--- src/rtl/cpu_pkg.sv ---
// Shared encodings for the 8-bit CPU sequencer: opcodes, datapath select codes,
// flag bit positions, FSM states and the per-state control word decode.
package cpu_pkg;

  localparam int OPC_W  = 8;
  localparam int FLAG_W = 4;

  localparam logic [OPC_W-1:0] OP_LDA_IMM = 8'h86;
  localparam logic [OPC_W-1:0] OP_LDA_DIR = 8'h87;
  localparam logic [OPC_W-1:0] OP_LDB_IMM = 8'h88;
  localparam logic [OPC_W-1:0] OP_LDB_DIR = 8'h89;
  localparam logic [OPC_W-1:0] OP_STA_DIR = 8'h96;
  localparam logic [OPC_W-1:0] OP_STB_DIR = 8'h97;
  localparam logic [OPC_W-1:0] OP_ADD_AB  = 8'h42;
  localparam logic [OPC_W-1:0] OP_SUB_AB  = 8'h43;
  localparam logic [OPC_W-1:0] OP_AND_AB  = 8'h44;
  localparam logic [OPC_W-1:0] OP_OR_AB   = 8'h45;
  localparam logic [OPC_W-1:0] OP_NOT_A   = 8'h46;
  localparam logic [OPC_W-1:0] OP_BRA     = 8'h20;
  localparam logic [OPC_W-1:0] OP_BMI     = 8'h21;
  localparam logic [OPC_W-1:0] OP_BPL     = 8'h22;
  localparam logic [OPC_W-1:0] OP_BEQ     = 8'h23;
  localparam logic [OPC_W-1:0] OP_BNE     = 8'h24;
  localparam logic [OPC_W-1:0] OP_BVS     = 8'h25;
  localparam logic [OPC_W-1:0] OP_BVC     = 8'h26;
  localparam logic [OPC_W-1:0] OP_BCS     = 8'h27;
  localparam logic [OPC_W-1:0] OP_BCC     = 8'h28;

  localparam logic [2:0] ALU_ADD = 3'b000;
  localparam logic [2:0] ALU_SUB = 3'b010;
  localparam logic [2:0] ALU_AND = 3'b011;
  localparam logic [2:0] ALU_OR  = 3'b100;
  localparam logic [2:0] ALU_NOT = 3'b111;

  localparam logic [1:0] BUS1_PC = 2'b00;
  localparam logic [1:0] BUS1_A  = 2'b01;
  localparam logic [1:0] BUS1_B  = 2'b10;

  localparam logic [1:0] BUS2_ALU  = 2'b00;
  localparam logic [1:0] BUS2_BUS1 = 2'b01;
  localparam logic [1:0] BUS2_MEM  = 2'b10;

  localparam int CCR_N = 3;
  localparam int CCR_Z = 2;
  localparam int CCR_V = 1;
  localparam int CCR_C = 0;

  typedef enum logic [5:0] {
    S_FETCH_0, S_FETCH_1, S_FETCH_2, S_DECODE_3,
    S_LDA_IMM_4, S_LDA_IMM_5, S_LDA_IMM_6,
    S_LDA_DIR_4, S_LDA_DIR_5, S_LDA_DIR_6, S_LDA_DIR_7, S_LDA_DIR_8,
    S_LDB_IMM_4, S_LDB_IMM_5, S_LDB_IMM_6,
    S_LDB_DIR_4, S_LDB_DIR_5, S_LDB_DIR_6, S_LDB_DIR_7, S_LDB_DIR_8,
    S_STA_DIR_4, S_STA_DIR_5, S_STA_DIR_6, S_STA_DIR_7,
    S_STB_DIR_4, S_STB_DIR_5, S_STB_DIR_6, S_STB_DIR_7,
    S_ADD_4, S_SUB_4, S_AND_4, S_OR_4, S_NOT_4,
    S_BRA_4, S_BRA_5, S_BRA_6,
    S_BNT_4
  } state_t;

  typedef struct packed {
    logic       irLoad;
    logic       marLoad;
    logic       pcLoad;
    logic       pcInc;
    logic       aLoad;
    logic       bLoad;
    logic       ccrLoad;
    logic [2:0] aluSel;
    logic [1:0] bus1Sel;
    logic [1:0] bus2Sel;
    logic       write;
  } ctrl_t;

  // Moore decode: the control word depends on the state alone.
  function automatic ctrl_t decode_ctrl(input state_t s);
    ctrl_t c;
    c = '0;
    case (s)
      S_FETCH_0, S_LDA_IMM_4, S_LDA_DIR_4, S_LDB_IMM_4, S_LDB_DIR_4,
      S_STA_DIR_4, S_STB_DIR_4, S_BRA_4: begin
        c.marLoad = 1'b1;
        c.bus1Sel = BUS1_PC;
        c.bus2Sel = BUS2_BUS1;
      end
      S_FETCH_1, S_LDA_IMM_5, S_LDA_DIR_5, S_LDB_IMM_5, S_LDB_DIR_5,
      S_STA_DIR_5, S_STB_DIR_5, S_BNT_4: c.pcInc = 1'b1;
      S_FETCH_2: begin
        c.irLoad  = 1'b1;
        c.bus2Sel = BUS2_MEM;
      end
      S_LDA_IMM_6, S_LDA_DIR_8: begin
        c.aLoad   = 1'b1;
        c.bus2Sel = BUS2_MEM;
      end
      S_LDB_IMM_6, S_LDB_DIR_8: begin
        c.bLoad   = 1'b1;
        c.bus2Sel = BUS2_MEM;
      end
      S_LDA_DIR_6, S_LDB_DIR_6, S_STA_DIR_6, S_STB_DIR_6: begin
        c.marLoad = 1'b1;
        c.bus2Sel = BUS2_MEM;
      end
      S_STA_DIR_7: begin
        c.bus1Sel = BUS1_A;
        c.write   = 1'b1;
      end
      S_STB_DIR_7: begin
        c.bus1Sel = BUS1_B;
        c.write   = 1'b1;
      end
      S_ADD_4, S_SUB_4, S_AND_4, S_OR_4, S_NOT_4: begin
        c.bus1Sel = BUS1_A;
        c.bus2Sel = BUS2_ALU;
        c.aLoad   = 1'b1;
        c.ccrLoad = 1'b1;
        case (s)
          S_SUB_4: c.aluSel = ALU_SUB;
          S_AND_4: c.aluSel = ALU_AND;
          S_OR_4:  c.aluSel = ALU_OR;
          S_NOT_4: c.aluSel = ALU_NOT;
          default: c.aluSel = ALU_ADD;
        endcase
      end
      S_BRA_6: begin
        c.pcLoad  = 1'b1;
        c.bus2Sel = BUS2_MEM;
      end
      default: c = '0;
    endcase
    return c;
  endfunction

endpackage

--- src/rtl/control_unit_branch_cond.sv ---
// Branch condition evaluation: decides from the opcode and {N,Z,V,C} flags
// whether a conditional branch is taken. Non-branch opcodes yield 0.
module branch_cond
  import cpu_pkg::*;
(
  input  logic [OPC_W-1:0]  i_ir,
  input  logic [FLAG_W-1:0] i_ccr,
  output logic              o_taken
);

  always_comb begin
    o_taken = 1'b0;
    case (i_ir)
      OP_BRA:  o_taken = 1'b1;
      OP_BMI:  o_taken =  i_ccr[CCR_N];
      OP_BPL:  o_taken = ~i_ccr[CCR_N];
      OP_BEQ:  o_taken =  i_ccr[CCR_Z];
      OP_BNE:  o_taken = ~i_ccr[CCR_Z];
      OP_BVS:  o_taken =  i_ccr[CCR_V];
      OP_BVC:  o_taken = ~i_ccr[CCR_V];
      OP_BCS:  o_taken =  i_ccr[CCR_C];
      OP_BCC:  o_taken = ~i_ccr[CCR_C];
      default: o_taken = 1'b0;
    endcase
  end

endmodule

--- src/rtl/control_unit.sv ---
// Fetch/decode/execute sequencer for the 8-bit CPU. Control word is registered
// alongside the state and forced to zero while Reset is held.
module control_unit
  import cpu_pkg::*;
(
  input  logic              Clk,
  input  logic              Reset,
  input  logic [OPC_W-1:0]  IR,
  input  logic [FLAG_W-1:0] CCR_Result,
  output logic              IR_Load,
  output logic              MAR_Load,
  output logic              PC_Load,
  output logic              PC_Inc,
  output logic              A_Load,
  output logic              B_Load,
  output logic              CCR_Load,
  output logic [2:0]        ALU_Sel,
  output logic [1:0]        Bus1_Sel,
  output logic [1:0]        Bus2_Sel,
  output logic              write
);

  state_t r_state;
  state_t w_nextState;
  ctrl_t  r_ctrl;
  ctrl_t  w_ctrl;
  logic   w_taken;

  branch_cond u_branch_cond (
    .i_ir   (IR),
    .i_ccr  (CCR_Result),
    .o_taken(w_taken)
  );

  always_comb begin
    w_nextState = S_FETCH_0;
    case (r_state)
      S_FETCH_0:  w_nextState = S_FETCH_1;
      S_FETCH_1:  w_nextState = S_FETCH_2;
      S_FETCH_2:  w_nextState = S_DECODE_3;
      S_DECODE_3: begin
        case (IR)
          OP_LDA_IMM: w_nextState = S_LDA_IMM_4;
          OP_LDA_DIR: w_nextState = S_LDA_DIR_4;
          OP_LDB_IMM: w_nextState = S_LDB_IMM_4;
          OP_LDB_DIR: w_nextState = S_LDB_DIR_4;
          OP_STA_DIR: w_nextState = S_STA_DIR_4;
          OP_STB_DIR: w_nextState = S_STB_DIR_4;
          OP_ADD_AB:  w_nextState = S_ADD_4;
          OP_SUB_AB:  w_nextState = S_SUB_4;
          OP_AND_AB:  w_nextState = S_AND_4;
          OP_OR_AB:   w_nextState = S_OR_4;
          OP_NOT_A:   w_nextState = S_NOT_4;
          OP_BRA, OP_BMI, OP_BPL, OP_BEQ, OP_BNE,
          OP_BVS, OP_BVC, OP_BCS, OP_BCC:
            w_nextState = w_taken ? S_BRA_4 : S_BNT_4;
          default:    w_nextState = S_FETCH_0;
        endcase
      end
      S_LDA_IMM_4: w_nextState = S_LDA_IMM_5;
      S_LDA_IMM_5: w_nextState = S_LDA_IMM_6;
      S_LDA_DIR_4: w_nextState = S_LDA_DIR_5;
      S_LDA_DIR_5: w_nextState = S_LDA_DIR_6;
      S_LDA_DIR_6: w_nextState = S_LDA_DIR_7;
      S_LDA_DIR_7: w_nextState = S_LDA_DIR_8;
      S_LDB_IMM_4: w_nextState = S_LDB_IMM_5;
      S_LDB_IMM_5: w_nextState = S_LDB_IMM_6;
      S_LDB_DIR_4: w_nextState = S_LDB_DIR_5;
      S_LDB_DIR_5: w_nextState = S_LDB_DIR_6;
      S_LDB_DIR_6: w_nextState = S_LDB_DIR_7;
      S_LDB_DIR_7: w_nextState = S_LDB_DIR_8;
      S_STA_DIR_4: w_nextState = S_STA_DIR_5;
      S_STA_DIR_5: w_nextState = S_STA_DIR_6;
      S_STA_DIR_6: w_nextState = S_STA_DIR_7;
      S_STB_DIR_4: w_nextState = S_STB_DIR_5;
      S_STB_DIR_5: w_nextState = S_STB_DIR_6;
      S_STB_DIR_6: w_nextState = S_STB_DIR_7;
      S_BRA_4:     w_nextState = S_BRA_5;
      S_BRA_5:     w_nextState = S_BRA_6;
      default:     w_nextState = S_FETCH_0;
    endcase
  end

  // Registering decode(next) keeps outputs glitch-free while staying a pure function of state.
  always_ff @(posedge Clk) begin
    if (Reset) begin
      r_state <= S_FETCH_0;
      r_ctrl  <= decode_ctrl(S_FETCH_0);
    end else begin
      r_state <= w_nextState;
      r_ctrl  <= decode_ctrl(w_nextState);
    end
  end

  assign w_ctrl   = Reset ? '0 : r_ctrl;

  assign IR_Load  = w_ctrl.irLoad;
  assign MAR_Load = w_ctrl.marLoad;
  assign PC_Load  = w_ctrl.pcLoad;
  assign PC_Inc   = w_ctrl.pcInc;
  assign A_Load   = w_ctrl.aLoad;
  assign B_Load   = w_ctrl.bLoad;
  assign CCR_Load = w_ctrl.ccrLoad;
  assign ALU_Sel  = w_ctrl.aluSel;
  assign Bus1_Sel = w_ctrl.bus1Sel;
  assign Bus2_Sel = w_ctrl.bus2Sel;
  assign write    = w_ctrl.write;

endmodule

--- config.mk ---
export PLATFORM = sky130hd
export DESIGN_NAME = control_unit
export DESIGN_NICKNAME = d
export VERILOG_FILES = /design/src/rtl/cpu_pkg.sv /design/src/rtl/control_unit_branch_cond.sv /design/src/rtl/control_unit.sv
export SDC_FILE = /design/constraint.sdc
export NUM_CORES = 1
export LEC_CHECK = 0
export ABC_AREA = 1
export CORE_ASPECT_RATIO = 0.6
export CORE_MARGIN = 1.5
export CORE_UTILIZATION = 35
export DETAILED_ROUTE_END_ITERATION = 16
export REMOVE_ABC_BUFFERS = 1
export SETUP_SLACK_MARGIN = 0.02
export SLEW_MARGIN = 20
export SYNTH_ARGS = -nofsm -noshare
export SYNTH_HDL_FRONTEND = slang
export SYNTH_SLANG_ARGS = --single-unit
--- constraint.sdc ---
create_clock -name Clk -period 1.9 [get_ports Clk]
set_input_delay 0.19 -clock Clk [delete_from_list [all_inputs] [get_ports Clk]]
set_output_delay 0.19 -clock Clk [all_outputs]
set_load 0.05 [all_outputs]
==> results of run 1 <==
==> registers in the layout, summed over array words and instances (netlist names) <==
signal   cells
r_ctrl      15
r_state      6
==> through the flow <==
step	total power [mW]	setup slack, ns	util [%]
detailed placement	0.748	-0.562	56.5
global placement	0.748	-0.559	56.5
global route	1.16	-0.269	71.2
CTS	1.08	-0.0627	65.6
floorplan	0.603	-0.127	-
finish	1.11	-0.197	71.2
==> area by class of cell <==
cell class | instances | area share, %
timing repair buffer | 114 | 32.5
inverter | 62 | 7.36
clock buffer | 3 | 1.23
tap | 63 | 2.34
clock inverter | 1 | 0.223
multi-input combinational | 235 | 43.4
sequential | 21 | 13.0
==> power by group <==
group          switching [mW]  internal, mW  leakage [nW]  total [mW]
Combinational           0.197         0.149          1.39       0.346
Clock                   0.152         0.148        0.0217       0.300
Sequential             0.0109         0.449         0.175       0.460
==> worst max path at each step <==
| stage | end | slack [ns] | cells past startpoint |
|---|---|---|---|
| floorplan | r_ctrl[7] | -0.13 | 15 |
| global placement | r_ctrl[13] | -0.56 | 15 |
| detailed placement | r_ctrl[13] | -0.56 | 15 |
| CTS | r_ctrl[5] | -0.06 | 16 |
| global route | r_ctrl[5] | -0.27 | 15 |
| finish | r_ctrl[10] | -0.20 | 14 |
==> layer usage <==
metal,vias to the layer above,track usage (%)
li1,1239,-
met4,0,2.56
met1,1106,35.8
met3,6,9.19
met2,76,33.0
met5,-,0
==> synthesized netlist by cell type, drive strengths merged <==
cell and n:
nor2 84, nand2 72, inv 62, nand3 33, dfxtp 21, nand4 12
o21ai 10, a21oi 8, buf 4, nor3 4, a31oi 2, nand3b 2
nor3b 2, o31ai 2, a311oi 1, and2 1, and3 1, clkbuf 1
==> worst register-to-register path: stages, from the launching register on <==
cell,delay [ns]
dfxtp_4,0.40
inv_4,0.06
nand2_4,0.08
nor2_2,0.05
nand2_2,0.10
nand3_2,0.09
inv_2,0.05
nand4_1,0.23
nor2_4,0.21
inv_2,0.08
nor2_4,0.15
buf_4,0.15
nand3_2,0.09
and3_4,0.16
a21oi_2,0.13
==> cell families (layout without fill, tap and decap cells) <==
logic type	Yosys count	in the layout	synth area share, %
compound gates	23	23	7.33
buf+inv	67	180	14.8
flops	21	21	23.7
simple gates	211	212	54.2
==> repair_timing <==
action                     CTS  global route
setup endpoints to repair   10            10
gates cloned                 1             0
pin swaps                   35            31
hold buffers                 0             0
buffers inserted            17            13
gates resized for setup     87            56
==> results.py, run 1 <==
metrics = {
    "synth": {
        "synth_top_cell_by_area": "dfxtp_1",
        "synth_top_area_share_pct": 23.7,
        "seq_area_frac_synth_pct": 23.7,
        "synth_seq_cells": 21,
        "synth_cell_type_count": 27,
        "synth.area.top_cells": "dfxtp_1, nor2_1, nand2_1",
        "netlist_area_mm2": 0.00177,
        "avgSynthCellArea_um2": 5.51,
        "yosys_warnings": 0,
        "syn_inst": 322,
    },
    "finish": {
        "area_growth_pct": 89.8,
        "fin_cells": 499,
        "seq_area_um2": 438,
        "antenna_cells": 0,
        "layout-drive-gt1-share_pct": 51.4,
        "layout_common_cells": "buf_4, nor2_1, nand2_1",
        "final_common_cell": "buf_4",
        "n_fill_cell": 367,
        "final_cell_area_mm2": 0.00337,
        "multi_input_area_mm2": 0.00146,
        "num-nets-final": 451,
    },
    "worst_setup_path": {
        "start_kind": "register",
        "arrival_ns": 2.29,
        "crit_family": "simple AND/OR/NAND/NOR gates",
        "cp_cell_sequence": "inv_4 -> nand2_4 -> nor2_2 -> nand2_2 -> nand3_2 -> inv_2 -> nand4_1 -> nor2_4 -> inv_2 -> nor2_4 -> buf_4 -> nand3_2 -> and3_4 -> a21oi_2",
        "critPathLaunch": "r_state[2]",
        "critPathMaxStageDelay_ns": 0.40,
        "r2r_start": "r_state[2]",
        "r2r-end": "r_ctrl[10]",
        "criticalPathCategory": "register to register",
        "crit_buf_inv": 4,
        "rrSetupSlack_ns": -0.20,
        "critPathMaxFanout": 4,
        "reg2reg_depth": 14,
        "worstPathRequired_ns": 2.10,
        "cp-end-kind": "register",
        "worst_path_max_delay_cell": "dfxtp_4",
    },
    "sta": {
        "slew_headroom_pct": 77.2,
        "drv_slew": 0,
        "worst_pin_slew_ns": 0.338,
        "rsz0062_at_grt": "true",
        "hold_viol": 0,
        "setup_violations": 9,
        "fin_crit_ns": 2.10,
        "fmax_mhz": 477,
        "clock_skew_ns": 0.00448,
        "setup_tns_ns": -1.20,
        "holdWs_ns": 0.647,
        "final.setup.worst_slack_ns": -0.197,
        "fin_crit_sh_pct": 110,
    },
    "min_path": {
        "worstHoldStart": "r_state[5]",
        "hold_class": "register to register",
        "hold_depth": 3,
        "min_to": "r_ctrl[12]",
    },
    "global_routing": {
        "grt_max_degree": 18,
        "grt_first_pass_wirelength_mm": 10.0,
        "overflow": 0,
        "antenna_found_initial": 0,
        "grt_pass1_vias": 2125,
        "grt_usage_pct": 23.9,
    },
    "clocking": {
        "clk_latency_ns": 0.26,
        "h-tree-depth": 1,
        "numCtsBuffers": 3,
        "clk_pin_slew_ns": 0.08,
        "cts_buffer_depth": 2,
        "cts_sinks": 21,
        "cts_tree": "built",
        "cts-root-buf": "clkbuf_8",
    },
    "routing": {
        "ant_nets": 0,
        "met3_length_um": 626,
        "drt-initial-drc-count": 171,
        "dr_total_vias": 2427,
        "top_layer": "met4",
        "totalWireLength_mm": 6.68,
        "wl_met1_mm": 3.19,
        "avgViaCountPerCell": 4.86,
        "wl_per_cell_um": 13.4,
        "first_pass_iters": 5,
        "drc": 0,
        "wl_met2_mm": 2.84,
    },
    "pwr": {
        "ir_drop_uv": 298,
        "p_per_area_mw_per_mm2": 328,
        "leakagePower_nw": 1.59,
    },
    "floorplan": {
        "start_util_pct": 37.5,
        "coreArea_mm2": 0.00473,
        "row_count": 19,
        "fp.dieH_um": 58.2,
        "ios": 29,
        "dieArea_mm2": 0.00552,
        "fp.dieW_um": 94.9,
    },
    "placed_design": {
        "dp.cells": 464,
        "portBuffers": 28,
        "gp_congestion": 0.939,
        "postPlaceCellArea_mm2": 0.00267,
        "place_hpwl_mm": 4.53,
    },
    "status": {
        "status": "finished, violations left",
        "violations": "setup timing",
    },
    "job": {
        "drv_cap": 0,
    },
}
(Power assumes the default switching activity.)
==> inputs of run 2 (changes only) <==
Settings changed: CORE_UTILIZATION 35 to 27.
==> run 2 against run 1 <==
Effect of this change: the flow still finishes with violations (setup timing); clock power down 4%; fmax up 1.8%; combinational power hardly changed; sequential power grew 1%; core utilization fell by 20 points; largest power group unchanged.
==> results.py, run 2 (same netlist as run 1, synthesis figures left out) <==
metrics = {
    "status": {
        "status": "finished, violations left",
        "violations": "setup timing",
    },
    "finish": {
        "num-nets-final": 434,
        "layout-drive-gt1-share_pct": 45.8,
        "antenna_cells": 0,
        "layout_common_cells": "buf_4, nor2_1, nand2_1",
        "final_common_cell": "buf_4",
        "n_fill_cell": 606,
        "area_growth_pct": 79.9,
        "largestRegisters": "r_ctrl: 15 flops, r_state: 6 flops",
        "top_register": "r_ctrl",
        "largest_reg_flops": 15,
    },
    "routing": {
        "dr_total_vias": 2356,
        "drt-initial-drc-count": 160,
        "avgViaCountPerCell": 4.68,
        "ant_nets": 0,
        "totalWireLength_mm": 6.24,
        "wl_per_cell_um": 12.4,
        "first_pass_iters": 5,
        "drc": 0,
    },
    "sta": {
        "worst_pin_slew_ns": 0.327,
        "final.setup.worst_slack_ns": -0.160,
        "slew_headroom_pct": 78.0,
        "rsz0062_at_grt": "true",
        "clock_skew_ns": 0.00481,
        "fin_crit_ns": 2.06,
        "setup_violations": 10,
        "drv_slew": 0,
        "fmax_mhz": 485,
        "hold_viol": 0,
        "fin_crit_sh_pct": 108,
    },
    "global_routing": {
        "grt_usage_pct": 18.0,
        "antenna_found_initial": 0,
        "grt_first_pass_wirelength_mm": 10.1,
        "grt_pass1_vias": 2201,
        "overflow": 0,
        "grt_max_degree": 29,
    },
    "worst_setup_path": {
        "arrival_ns": 2.26,
        "worst_path_max_delay_cell": "dfxtp_4",
        "critPathMaxFanout": 7,
        "start_kind": "register",
        "crit_buf_inv": 6,
        "crit_top_cell": "nor2_1",
        "critPathMaxStageDelay_ns": 0.44,
        "cp_cell_sequence": "inv_2 -> nand2_4 -> nor2_1 -> inv_1 -> nand3_2 -> nor2_1 -> nand3_1 -> nor2_4 -> inv_2 -> nor2_4 -> nand3_2 -> nand2_2 -> buf_4 -> buf_4 -> inv_1 -> nor2_1",
        "crit_family": "simple AND/OR/NAND/NOR gates",
        "criticalPathCategory": "register to register",
        "critPathLaunch": "r_state[1]",
        "worstPathRequired_ns": 2.10,
        "cp-end-kind": "register",
        "r2r_start": "r_state[1]",
    },
    "clocking": {
        "clk_latency_ns": 0.26,
        "cts_tree": "built",
        "hold_buffers": 0,
        "cts_sinks": 21,
        "clk_pin_slew_ns": 0.07,
        "cts-root-buf": "clkbuf_8",
        "cts_buffer_depth": 2,
        "h-tree-depth": 1,
        "numCtsBuffers": 3,
    },
    "floorplan": {
        "row_count": 22,
        "dieArea_mm2": 0.00708,
        "ios": 29,
        "coreArea_mm2": 0.00622,
        "fp.dieW_um": 108,
        "fp.dieH_um": 65.8,
        "start_util_pct": 28.5,
    },
    "pwr": {
        "seqPwrFrac_pct": 42.4,
        "swShare_pct": 31.8,
        "p_per_area_mw_per_mm2": 344,
        "p_switching_mw": 0.350,
        "p_int_mw": 0.748,
        "combPwrFrac_pct": 31.3,
        "ir_drop_uv": 258,
        "totalPowerFinal_mw": 1.10,
        "power.share.clock_pct": 26.3,
        "leakagePower_nw": 1.52,
    },
    "placed_design": {
        "pre_cts_ws_ns": -0.610,
        "gp_congestion": 0.938,
        "portBuffers": 28,
        "place_hpwl_mm": 4.36,
    },
    "min_path": {
        "hold_class": "register to register",
        "worstHoldStart": "r_state[5]",
    },
    "job": {
        "drv_cap": 0,
    },
}
[run 2: worst paths after layout]
| path | slack [ns] | to | cells after the start |
|---|---|---|---|
| setup / recovery | -0.16 | r_ctrl[5] | 16 |
| hold / removal | 0.65 | r_ctrl[12] | 3 |
| setup reg to reg | -0.16 | r_ctrl[5] | 16 |
| hold reg to reg | 0.65 | r_ctrl[12] | 3 |
[run 2: cell type report]
| cell class | count | area (um^2) | share of cell area, % |
|---|---|---|---|
| well taps | 84 | 105 | 3.29 |
| inverters | 62 | 243 | 7.60 |
| repair buffers | 97 | 960 | 30.1 |
| multi-input cells | 235 | 1400 | 43.9 |
| clock buffers | 4 | 45.0 | 1.41 |
| flip-flops and latches | 21 | 438 | 13.7 |
[run 2: per-layer routing]
layer  vias to the layer above  GRT usage (%)  wire length (um)
met3                         6           6.50               491
met2                        75           28.3              2710
met5                         -              0                 0
met1                      1065           24.4              3010
li1                       1210              -                 -
met4                         0           2.30                29
[run 2: power groups by stage]
stage | Clock [mW] | Combinational, mW | Sequential (mW)
after floorplan | 0 | 0.135 | 0.469
after global placement | 0 | 0.283 | 0.473
after detailed placement | 0 | 0.284 | 0.472
after CTS | 0.294 | 0.319 | 0.462
after global routing | 0.322 | 0.369 | 0.467
final | 0.288 | 0.344 | 0.466
[run 2: per-stage QoR]
step | TNS (ns) | hold slack, ns | area [um^2] | utilization, % | cells
CTS | -0.173 | 0.654 | 3050 | 49.0 | 497
global placement | -5.22 | 0.632 | 2700 | 43.4 | 483
detailed placement | -5.55 | 0.627 | 2700 | 43.4 | 483
global route | -2.27 | 0.669 | 3190 | 51.3 | 503
finish | -1.09 | 0.646 | 3190 | 51.3 | 503
floorplan | -0.545 | 0.259 | 1740 | - | 317
[run 2: worst register-to-register path: cells and delay by family, from the launching register on]
kind	cells	cell delay, ns
buffers and inverters	6	0.47
flip-flops	1	0.44
AND/OR/NAND/NOR	10	1.11
[run 2: what timing repair did]
action | in CTS | in global routing
endpoints found under the hold margin | 0 | 0
buffers inserted | 10 | 6
endpoints found under the setup margin | 10 | 10
cloned | 1 | 0
resized for setup | 86 | 37
pin swaps | 27 | 22
==> inputs of run 3 (changes only) <==
Settings changed: ABC_CLOCK_PERIOD_IN_PS set to 1900, SETUP_SLACK_MARGIN 0.02 to unset.
==> run 3 against run 2 <==
Effect of this change: the flow still finishes with violations (setup timing); sequential share of layout area shrank 0.091 points; register-to-register slack is essentially flat; setup slack lost 0.0036 ns; die area is the same; fmax shrank 0.17%; core utilization grew 0.34 points.
==> results.py, run 3 (same netlist as run 1, synthesis figures left out) <==
metrics = {
    "placed_design": {
        "portBuffers": 28,
        "postPlaceCellArea_mm2": 0.00270,
        "place_hpwl_mm": 4.36,
        "dp.cells": 483,
        "gp_congestion": 0.938,
    },
    "finish": {
        "final_cell_area_mm2": 0.00321,
        "largest_reg_flops": 15,
        "layout-drive-gt1-share_pct": 46.9,
        "seq_area_um2": 438,
        "largestRegisters": "r_ctrl: 15 flops, r_state: 6 flops",
        "final_common_cell": "buf_4",
        "n_fill_cell": 603,
        "area_growth_pct": 81.1,
        "antenna_cells": 0,
        "layout_common_cells": "buf_4, nor2_1, nand2_1",
        "multi_input_area_mm2": 0.00141,
        "fin_cells": 504,
        "top_register": "r_ctrl",
        "num-nets-final": 435,
    },
    "sta": {
        "fmax_mhz": 485,
        "fin_crit_sh_pct": 109,
        "worst_pin_slew_ns": 0.327,
        "fin_crit_ns": 2.06,
        "final.setup.worst_slack_ns": -0.164,
        "drv_slew": 0,
        "slew_headroom_pct": 78.0,
        "hold_viol": 0,
        "setup_violations": 10,
        "clock_skew_ns": 0.00741,
        "rsz0062_at_grt": "true",
    },
    "pwr": {
        "p_per_area_mw_per_mm2": 345,
        "leakagePower_nw": 1.51,
        "combPwrFrac_pct": 31.6,
        "p_int_mw": 0.752,
        "ir_drop_uv": 256,
        "seqPwrFrac_pct": 41.9,
        "p_switching_mw": 0.358,
        "totalPowerFinal_mw": 1.11,
        "power.share.clock_pct": 26.5,
        "swShare_pct": 32.2,
    },
    "clocking": {
        "hold_buffers": 0,
        "clk_latency_ns": 0.26,
        "h-tree-depth": 1,
        "cts_sinks": 21,
        "numCtsBuffers": 3,
        "cts-root-buf": "clkbuf_8",
        "clk_pin_slew_ns": 0.08,
        "cts_tree": "built",
        "cts_buffer_depth": 2,
    },
    "floorplan": {
        "fp.dieW_um": 108,
        "fp.dieH_um": 65.8,
        "dieArea_mm2": 0.00708,
        "row_count": 22,
        "start_util_pct": 28.5,
        "coreArea_mm2": 0.00622,
        "ios": 29,
    },
    "worst_setup_path": {
        "reg2reg_depth": 15,
        "worstPathRequired_ns": 2.05,
        "r2r_start": "r_state[0]",
        "criticalPathCategory": "register to register",
        "arrival_ns": 2.21,
        "rrSetupSlack_ns": -0.16,
        "critPathMaxFanout": 5,
        "r2r-end": "r_ctrl[13]",
        "cp-end-kind": "register",
        "start_kind": "register",
    },
    "routing": {
        "drc": 0,
        "dr_total_vias": 2370,
        "first_pass_iters": 4,
        "drt-initial-drc-count": 190,
        "ant_nets": 0,
        "avgViaCountPerCell": 4.70,
        "totalWireLength_mm": 6.28,
        "wl_per_cell_um": 12.5,
    },
    "status": {
        "status": "finished, violations left",
        "violations": "setup timing",
    },
    "min_path": {
        "worstHoldStart": "r_state[5]",
        "hold_class": "register to register",
        "hold_depth": 3,
        "min_to": "r_ctrl[12]",
    },
    "global_routing": {
        "antenna_found_initial": 0,
        "grt_max_degree": 29,
        "grt_first_pass_wirelength_mm": 10.1,
        "grt_pass1_vias": 2201,
        "overflow": 0,
        "grt_usage_pct": 18.0,
    },
    "job": {
        "drv_cap": 0,
    },
}
==> run 3: area by class of cell <==
cell class / count / share of cell area, %
Inverter: 62 / 7.63
Multi-Input combinational cell: 235 / 43.7
Tap cell: 84 / 3.27
Sequential cell: 21 / 13.6
Clock buffer: 4 / 1.40
Timing Repair Buffer: 98 / 30.3
==> run 3: through the flow <==
step | util [%] | setup slack (ns) | hold slack, ns | TNS, ns
global placement | 43.4 | -0.556 | 0.632 | -5.22
finish | 51.6 | -0.164 | 0.647 | -1.25
floorplan | - | -0.127 | 0.259 | -0.545
CTS | 49.0 | -0.0544 | 0.654 | -0.173
detailed placement | 43.4 | -0.610 | 0.627 | -5.55
global route | 51.6 | -0.301 | 0.669 | -2.35
==> run 3: repair_timing <==
item	CTS	global route
endpoints found under the setup margin	10	10
buffers inserted	10	7
gates resized for setup	85	43
pin swaps	27	22
cloned	1	0
==> run 3: power by group through the flow <==
stage / clock network, mW / logic [mW] / registers [mW]
floorplan: 0 / 0.135 / 0.469
global placement: 0 / 0.283 / 0.473
detailed placement: 0 / 0.284 / 0.472
CTS: 0.294 / 0.319 / 0.462
global route: 0.323 / 0.376 / 0.466
finish: 0.295 / 0.351 / 0.465
==> run 3: worst max path at each step <==
stage	from	end	slack [ns]	cells after the start
floorplan	r_state[4]	r_ctrl[7]	-0.13	15
global placement	IR[0]	r_ctrl[13]	-0.56	16
detailed placement	IR[0]	r_ctrl[7]	-0.61	18
CTS	r_state[5]	r_ctrl[7]	-0.05	16
global route	r_state[0]	r_ctrl[13]	-0.30	14
finish	r_state[0]	r_ctrl[13]	-0.16	15
==> run 3: critical path, cell delays in order, from the launching register on <==
cell and delay (ns):
dfxtp_4 0.43, inv_4 0.06, nand2_4 0.07, nor2_4 0.05, nand2_2 0.09, nand3_2 0.09, inv_2 0.05, nand4_1 0.20
nor2_4 0.24, inv_4 0.07, nand2_4 0.10, nor2_4 0.05, inv_1 0.06, nand2_1 0.05, o21ai_1 0.22, nand3b_1 0.11
==> run 3: metal layers <==
metal	vias up	wire, um	share of wire [%]	global-route usage (%)
met4	0	46	0.73	2.30
met2	84	2740	44	28.3
met5	-	0	0	0
li1	1212	-	-	-
met1	1066	2990	48	24.4
met3	8	502	8.0	6.50
